===== config.mk =====
export PLATFORM = sky130hd
export DESIGN_NAME = decode_issue_stage
export DESIGN_NICKNAME = d
export VERILOG_FILES = /design/src/rtl/decode_issue_stage.sv
export SDC_FILE = /design/constraint.sdc
export NUM_CORES = 1
export LEC_CHECK = 0
export CORE_MARGIN = 2
export CORE_UTILIZATION = 40
export DETAILED_ROUTE_END_ITERATION = 16
export GPL_TIMING_DRIVEN = 0
export PLACE_DENSITY = 0.78
export SLEW_MARGIN = 10
export SYNTH_ARGS = -nofsm -noshare
export SYNTH_HDL_FRONTEND = slang
export SYNTH_SLANG_ARGS = --single-unit

===== constraint.sdc =====
create_clock -name clk -period 8 [get_ports clk]
set_clock_uncertainty 0.15 [all_clocks]
set_input_delay 0.8 -clock clk [delete_from_list [all_inputs] [get_ports clk]]
set_output_delay 0.8 -clock clk [all_outputs]
set_load 0.02 [all_outputs]

===== src/rtl/decode_issue_stage.sv =====
// ----------------------------------------------------------------------------
// decode_issue_stage
//   RV32I decode / issue stage sitting directly in front of the register file.
//   Decodes the fetched word, drives the register file read addresses, tracks
//   in-flight destination registers in a scoreboard, stalls on RAW/WAW hazards
//   and captures operands, immediate and control fields into a one-entry ID/EX
//   register with valid/ready handshakes on both sides.
//
// Ports
//   clk, rst                 clock, asynchronous active-high reset
//   in_valid/in_ready        fetch handshake (in_ready is combinational)
//   in_instr, in_pc          instruction word and its PC
//   rf_rs1_addr/rf_rs2_addr  register file read addresses (comb from in_instr)
//   rf_rs1_data/rf_rs2_data  register file read data
//   wb_valid, wb_rd          writeback retirement, clears scoreboard bit
//   flush                    kill held ID/EX entry, refuse input this cycle
//   out_valid/out_ready      execute handshake
//   out_*                    registered ID/EX fields
// ----------------------------------------------------------------------------
module decode_issue_stage #(
  parameter int XLEN  = 32,
  parameter int NREGS = 32
) (
  input  logic            clk,
  input  logic            rst,
  input  logic            in_valid,
  output logic            in_ready,
  input  logic [31:0]     in_instr,
  input  logic [31:0]     in_pc,
  output logic [4:0]      rf_rs1_addr,
  output logic [4:0]      rf_rs2_addr,
  input  logic [XLEN-1:0] rf_rs1_data,
  input  logic [XLEN-1:0] rf_rs2_data,
  input  logic            wb_valid,
  input  logic [4:0]      wb_rd,
  input  logic            flush,
  output logic            out_valid,
  input  logic            out_ready,
  output logic [31:0]     out_pc,
  output logic [XLEN-1:0] out_rs1_val,
  output logic [XLEN-1:0] out_rs2_val,
  output logic [31:0]     out_imm,
  output logic [4:0]      out_rd,
  output logic [6:0]      out_opcode,
  output logic [2:0]      out_funct3,
  output logic [6:0]      out_funct7,
  output logic            out_reg_write,
  output logic            out_illegal
);

  localparam logic [6:0] OP_LUI    = 7'b0110111;
  localparam logic [6:0] OP_AUIPC  = 7'b0010111;
  localparam logic [6:0] OP_JAL    = 7'b1101111;
  localparam logic [6:0] OP_JALR   = 7'b1100111;
  localparam logic [6:0] OP_BRANCH = 7'b1100011;
  localparam logic [6:0] OP_LOAD   = 7'b0000011;
  localparam logic [6:0] OP_STORE  = 7'b0100011;
  localparam logic [6:0] OP_IMM    = 7'b0010011;
  localparam logic [6:0] OP_OP     = 7'b0110011;
  localparam logic [6:0] OP_FENCE  = 7'b0001111;
  localparam logic [6:0] OP_SYSTEM = 7'b1110011;

  logic [6:0]       opcode;
  logic [4:0]       rd_field;
  logic [4:0]       rs1;
  logic [4:0]       rs2;
  logic             sign;

  logic             is_legal;
  logic             rs1_used;
  logic             rs2_used;
  logic             writes_rd;
  logic             reg_write;
  logic [31:0]      imm;

  logic [NREGS-1:0] sb;
  logic [NREGS-1:0] sb_next;
  logic [NREGS-1:0] wb_mask;
  logic [NREGS-1:0] pending;
  logic             stall;
  logic             accept;

  assign opcode      = in_instr[6:0];
  assign rd_field    = in_instr[11:7];
  assign rs1         = in_instr[19:15];
  assign rs2         = in_instr[24:20];
  assign sign        = in_instr[31];
  assign rf_rs1_addr = rs1;
  assign rf_rs2_addr = rs2;

  // NOTE: every signal written in an always_comb block gets a default at the
  // top so no path leaves it unassigned, which would infer a latch.
  always_comb begin
    is_legal  = 1'b1;
    rs1_used  = 1'b1;
    rs2_used  = 1'b0;
    writes_rd = 1'b1;
    imm       = '0;
    case (opcode)
      OP_LUI, OP_AUIPC: begin
        rs1_used = 1'b0;
        imm      = {in_instr[31:12], 12'b0};
      end
      OP_JAL: begin
        rs1_used = 1'b0;
        imm      = {{12{sign}}, in_instr[19:12], in_instr[20], in_instr[30:21], 1'b0};
      end
      OP_JALR, OP_LOAD, OP_IMM, OP_FENCE, OP_SYSTEM: begin
        imm = {{20{sign}}, in_instr[31:20]};
      end
      OP_BRANCH: begin
        rs2_used  = 1'b1;
        writes_rd = 1'b0;
        imm       = {{20{sign}}, in_instr[7], in_instr[30:25], in_instr[11:8], 1'b0};
      end
      OP_STORE: begin
        rs2_used  = 1'b1;
        writes_rd = 1'b0;
        imm       = {{20{sign}}, in_instr[31:25], in_instr[11:7]};
      end
      OP_OP: begin
        rs2_used = 1'b1;
      end
      default: begin
        is_legal  = 1'b0;
        writes_rd = 1'b0;
      end
    endcase
  end

  assign reg_write = writes_rd && (rd_field != 5'd0);

  // A register retiring this cycle is already readable (the register file
  // writes on the falling edge), so it is masked out of the pending set.
  always_comb begin
    wb_mask = '0;
    if (wb_valid) wb_mask[wb_rd] = 1'b1;
  end

  assign pending = sb & ~wb_mask & ~NREGS'(1);

  assign stall = flush
              || (rs1_used  && pending[rs1])
              || (rs2_used  && pending[rs2])
              || (reg_write && pending[rd_field])
              || (out_valid && !out_ready);

  assign in_ready = !rst && !stall;
  assign accept   = in_valid && in_ready;

  // Clears are applied first so a set on the same index wins.
  always_comb begin
    sb_next = sb & ~wb_mask;
    if (flush && out_valid && out_reg_write) sb_next[out_rd] = 1'b0;
    if (accept && reg_write)                 sb_next[rd_field] = 1'b1;
    sb_next[0] = 1'b0;
  end

  // NOTE: sequential state is updated only with non-blocking assignments so
  // every register samples pre-edge values regardless of statement order.
  always_ff @(posedge clk or posedge rst) begin
    if (rst) begin
      sb            <= '0;
      out_valid     <= 1'b0;
      out_pc        <= '0;
      out_rs1_val   <= '0;
      out_rs2_val   <= '0;
      out_imm       <= '0;
      out_rd        <= '0;
      out_opcode    <= '0;
      out_funct3    <= '0;
      out_funct7    <= '0;
      out_reg_write <= 1'b0;
      out_illegal   <= 1'b0;
    end else begin
      sb <= sb_next;
      if (accept) begin
        out_valid     <= 1'b1;
        out_pc        <= in_pc;
        out_rs1_val   <= rf_rs1_data;
        out_rs2_val   <= rf_rs2_data;
        out_imm       <= imm;
        out_rd        <= reg_write ? rd_field : 5'd0;
        out_opcode    <= opcode;
        out_funct3    <= in_instr[14:12];
        out_funct7    <= in_instr[31:25];
        out_reg_write <= reg_write;
        out_illegal   <= !is_legal;
      end else if (flush || out_ready) begin
        out_valid <= 1'b0;
      end
    end
  end

endmodule

==> run metrics <==
Worst EP arrival=4.75 ns; mean area per synthesized cell=~12 µm²; count of clock tree sinks=about 180; number of distinct library cell variants in the gate-level netlist after synthesis=55; kind of start point of the critical path=input pin; maximum number of buffers from clock root to sink=2; final weighted congestion in routability-driven placement=approximately 0.95; wire length reported by the detailed router=31.2 mm; hold bufs inserted after CTS=0; Largest delay share family, worst path=buffers and inverters; TritonCTS clock tree=done; critical path endpoint category=output port; shortest period the worst path allows=approximately 5.7 ns; switching power of the nets=a little over 0.0009 W; clock-pin slew on the worst setup and hold paths=around 0.07 ns; hold crit path type=reg -> reg; worst ir drop on vdd=0.000141 V; synth warn=0; Routed Antenna Nets=0; first-pass GRT wire length=about 47 mm; post-synthesis instance area=slightly above 0.009 mm²; number of storage elements in the synthesis netlist=around 180; commonest cells after routing, fill and taps aside=sky130_fd_sc_hd__clkdlybuf4s50_1 (295), sky130_fd_sc_hd__dfrtp_1 (184), sky130_fd_sc_hd__mux2_2 (134), sky130_fd_sc_hd__o21ai_0 (42), sky130_fd_sc_hd__mux2i_1 (38); async set-or-reset flop fraction in the synthesized netlist=100%; max-capacitance violation count=0; static power due to leakage=5.43 nW; starting density of the core=approximately 41%; clock network latency to the later pin of the worst-skew pair=0.43 ns; status=completed; largest net degree at the start of global routing=114; combinational share of power=about 30%; critical setup path kind=in -> out; Ports=around 300; gate count of the mapped netlist=~800; Fmax=~0.18 GHz; cell-internal power=between 0.0015 and 0.002 W; final count of hold timing violations=0; TritonCTS buffer count=17; transition time of the tightest slew-check pin=around 0.94 ns; Layout area overhead=43.3%; Global Route Usage Sum=approximately a quarter; relative max-transition margin=~37%; Overflow after GRT=0; vias in the first global route=a little over 8000; most common cell after layout, fill and taps aside=sky130_fd_sc_hd__clkdlybuf4s50_1; Critical Path Max Stage Delay=around 0.75 ns; placeable core region=between 0.02 and 0.025 mm²; fraction of power consumed by sequential logic=roughly two fifths; post-route DRC violation count=0; core utilization of the finished layout=approximately three fifths; sequential area share after synthesis=about half; switching part of the total=32.0%; share of layout cells above drive strength 1=roughly 19%; count of instances resized after the clock tree is built=0; overall via count from detail_route=8021; Wirelength per Cell=about 22 µm; library cell contributing the largest single delay on the critical path=sky130_fd_sc_hd__a2111oi_0; vias per inst=between 5 and 6; number of port buffers=295; final layout net count=~1200; list of cells traversed by the critical path=clkdlybuf4s50_1, nand2b_1, buf_2, o21ai_0, mux4_2, a2111oi_0, a31oi_1, and4b_1, clkdlybuf4s50_1; Final Slew Violations=0; fill cell instance count of the final layout=~1900; Buf+Inv Stages, Crit Path=3; post-synthesis net count=between 900 and 1000; antenna violations before repair=0; die width=155 µm; Setup Fix Bufs, Post-CTS=0; detailed-router iteration count before antenna repair=6; Setup-failing EPs final=0; DP HPWL=around 23 mm; Top cell by count, worst path=sky130_fd_sc_hd__clkdlybuf4s50_1; most common flop cell mapped by yosys=sky130_fd_sc_hd__dfrtp_1; Placement Rows=between 50 and 60; Iteration-0 DRC Markers=between 700 and 800; Clock Power Share=between 30% and 40%; aggregate negative setup slack=0 ns; Final period util=a little under three quarters; count of inserted antenna diode cells=0; EDFF count, synth=0; Power Density=222 mW/mm²; critical-path maximum fanout=10; Clk Tree Root Cell=sky130_fd_sc_hd__clkbuf_16; floorplan die height=155 µm; critical path data required time=7.05 ns; area of the die=roughly 0.024 mm²; H-tree levels=4; setup repair after global routing missed its margin=false; area occupied by registers=0.00460 mm²; area of the multi-input gates=between 0.004 and 0.005 mm²
synth_stat cells (5+ instances only):
cell type,number,share of area (%)
sky130_fd_sc_hd__nor2_1,31,1.3
sky130_fd_sc_hd__o21bai_1,16,1.3
sky130_fd_sc_hd__o22ai_1,9,0.61
sky130_fd_sc_hd__mux4_2,7,1.7
sky130_fd_sc_hd__mux2i_1,38,4.2
sky130_fd_sc_hd__o2111ai_1,5,0.48
sky130_fd_sc_hd__a21o_1,9,0.74
sky130_fd_sc_hd__o211ai_1,14,1.1
sky130_fd_sc_hd__inv_1,36,1.5
sky130_fd_sc_hd__o21ai_0,42,2.3
sky130_fd_sc_hd__nand2_1,32,1.3
sky130_fd_sc_hd__nand4_1,7,0.48
sky130_fd_sc_hd__a21oi_1,27,1.5
sky130_fd_sc_hd__o41ai_1,22,2.1
sky130_fd_sc_hd__dfrtp_1,184,50
sky130_fd_sc_hd__clkbuf_1,26,1.1
sky130_fd_sc_hd__o311ai_0,7,0.67
sky130_fd_sc_hd__o221ai_1,5,0.48
sky130_fd_sc_hd__buf_4,11,0.90
sky130_fd_sc_hd__mux2_2,134,16
sky130_fd_sc_hd__nand4b_1,5,0.48
sky130_fd_sc_hd__nand2b_1,7,0.48
sky130_fd_sc_hd__nand3_1,12,0.66
sky130_fd_sc_hd__nor3_1,13,0.71
sky130_fd_sc_hd__a22o_1,6,0.57
sky130_fd_sc_hd__buf_2,18,0.98
sky130_fd_sc_hd__o21a_1,5,0.41
layer usage:
layer	track usage, %	part of all wire [%]
met3	9.08	10
met1	31.6	39
met4	8.69	2.7
met5	0	0
met2	41.8	48
metrics by stage:
stage | worst slack (ns) | std cells | total power [W] | hold slack [ns] | cell area [µm²]
3_3_place_gp | -0.643 | 1370 | 0.00203 | 0.336 | 12500
3_5_place_dp | 2.65 | 1371 | 0.00205 | 0.341 | 12500
5_1_grt | 2.23 | 1403 | 0.00303 | 0.377 | 13100
4_1_cts | 2.62 | 1403 | 0.00293 | 0.360 | 13100
6_report | 2.30 | 1403 | 0.00291 | 0.355 | 13100
2_1_floorplan | 2.05 | 790 | 0.00158 | 0.399 | 9160
worst register-to-register path, stage by stage, from the launching register on:
cell and delay, ns:
sky130_fd_sc_hd__dfrtp_1 0.37, sky130_fd_sc_hd__o21ai_0 0.22, sky130_fd_sc_hd__mux4_2 0.53, sky130_fd_sc_hd__a2111oi_0 0.75, sky130_fd_sc_hd__a31oi_1 0.38, sky130_fd_sc_hd__nand2_1 0.37, sky130_fd_sc_hd__buf_4 0.28, sky130_fd_sc_hd__buf_2 0.34
sky130_fd_sc_hd__mux2_2 0.39
kinds of logic (layout without fill, tap and decap cells):
| kind of cell | Yosys count | count (layout) | synth area share (%) |
|---|---|---|---|
| XOR/XNOR | 3 | 3 | 0.287 |
| flip-flops | 184 | 184 | 50.2 |
| AND/OR/NAND/NOR | 137 | 137 | 7.91 |
| buffers and inverters | 100 | 428 | 5.12 |
| AO/OA/AOI/OAI | 187 | 187 | 14.1 |
| multiplexers | 179 | 179 | 22.3 |
registers in the layout (all words and copies together) (netlist names):
register,flops
out_rs2_val,32
out_illegal,1
out_opcode,7
out_pc,32
out_valid,1
out_funct7,7
out_imm,32
out_reg_write,1
out_funct3,3
out_rd,5
out_rs1_val,32
sb,31
power by group through the flow:
| stage | registers (W) | logic [W] | clock network (W) |
|---|---|---|---|
| after detailed placement | 0.00117 | 0.000876 | 0 |
| after floorplan | 0.00135 | 0.000225 | 0 |
| after global placement | 0.00116 | 0.000866 | 0 |
| after CTS | 0.00116 | 0.000882 | 0.000890 |
| after global routing | 0.00118 | 0.000920 | 0.000933 |
| final | 0.00116 | 0.000876 | 0.000879 |
final timing paths:
kind | start | depth (start not counted) | endpoint | slack (ns)
max | wb_rd[0] | 9 | in_ready | 2.30
max reg2reg | sb[10] | 8 | out_rs2_val[1] | 4.12
min in group asynchronous | rst | 2 | out_pc[7] | 0.83
min | out_rs1_val[19] | 1 | out_rs1_val[19] | 0.36
min reg2reg | out_rs1_val[19] | 1 | out_rs1_val[19] | 0.36
max in group asynchronous | rst | 3 | out_funct7[6] | 6.02
layout make-up:
class                   count  share of cell area [%]
repair buffers            296                    22.7
clock buffers              17                    3.24
clock inverters            15                    1.48
well taps                 285                    2.72
inverters                  37                    1.12
flip-flops and latches    184                    35.1
multi-input cells         506                    31.2
plain buffers              63                    2.52
(Power assumes the default switching activity.)
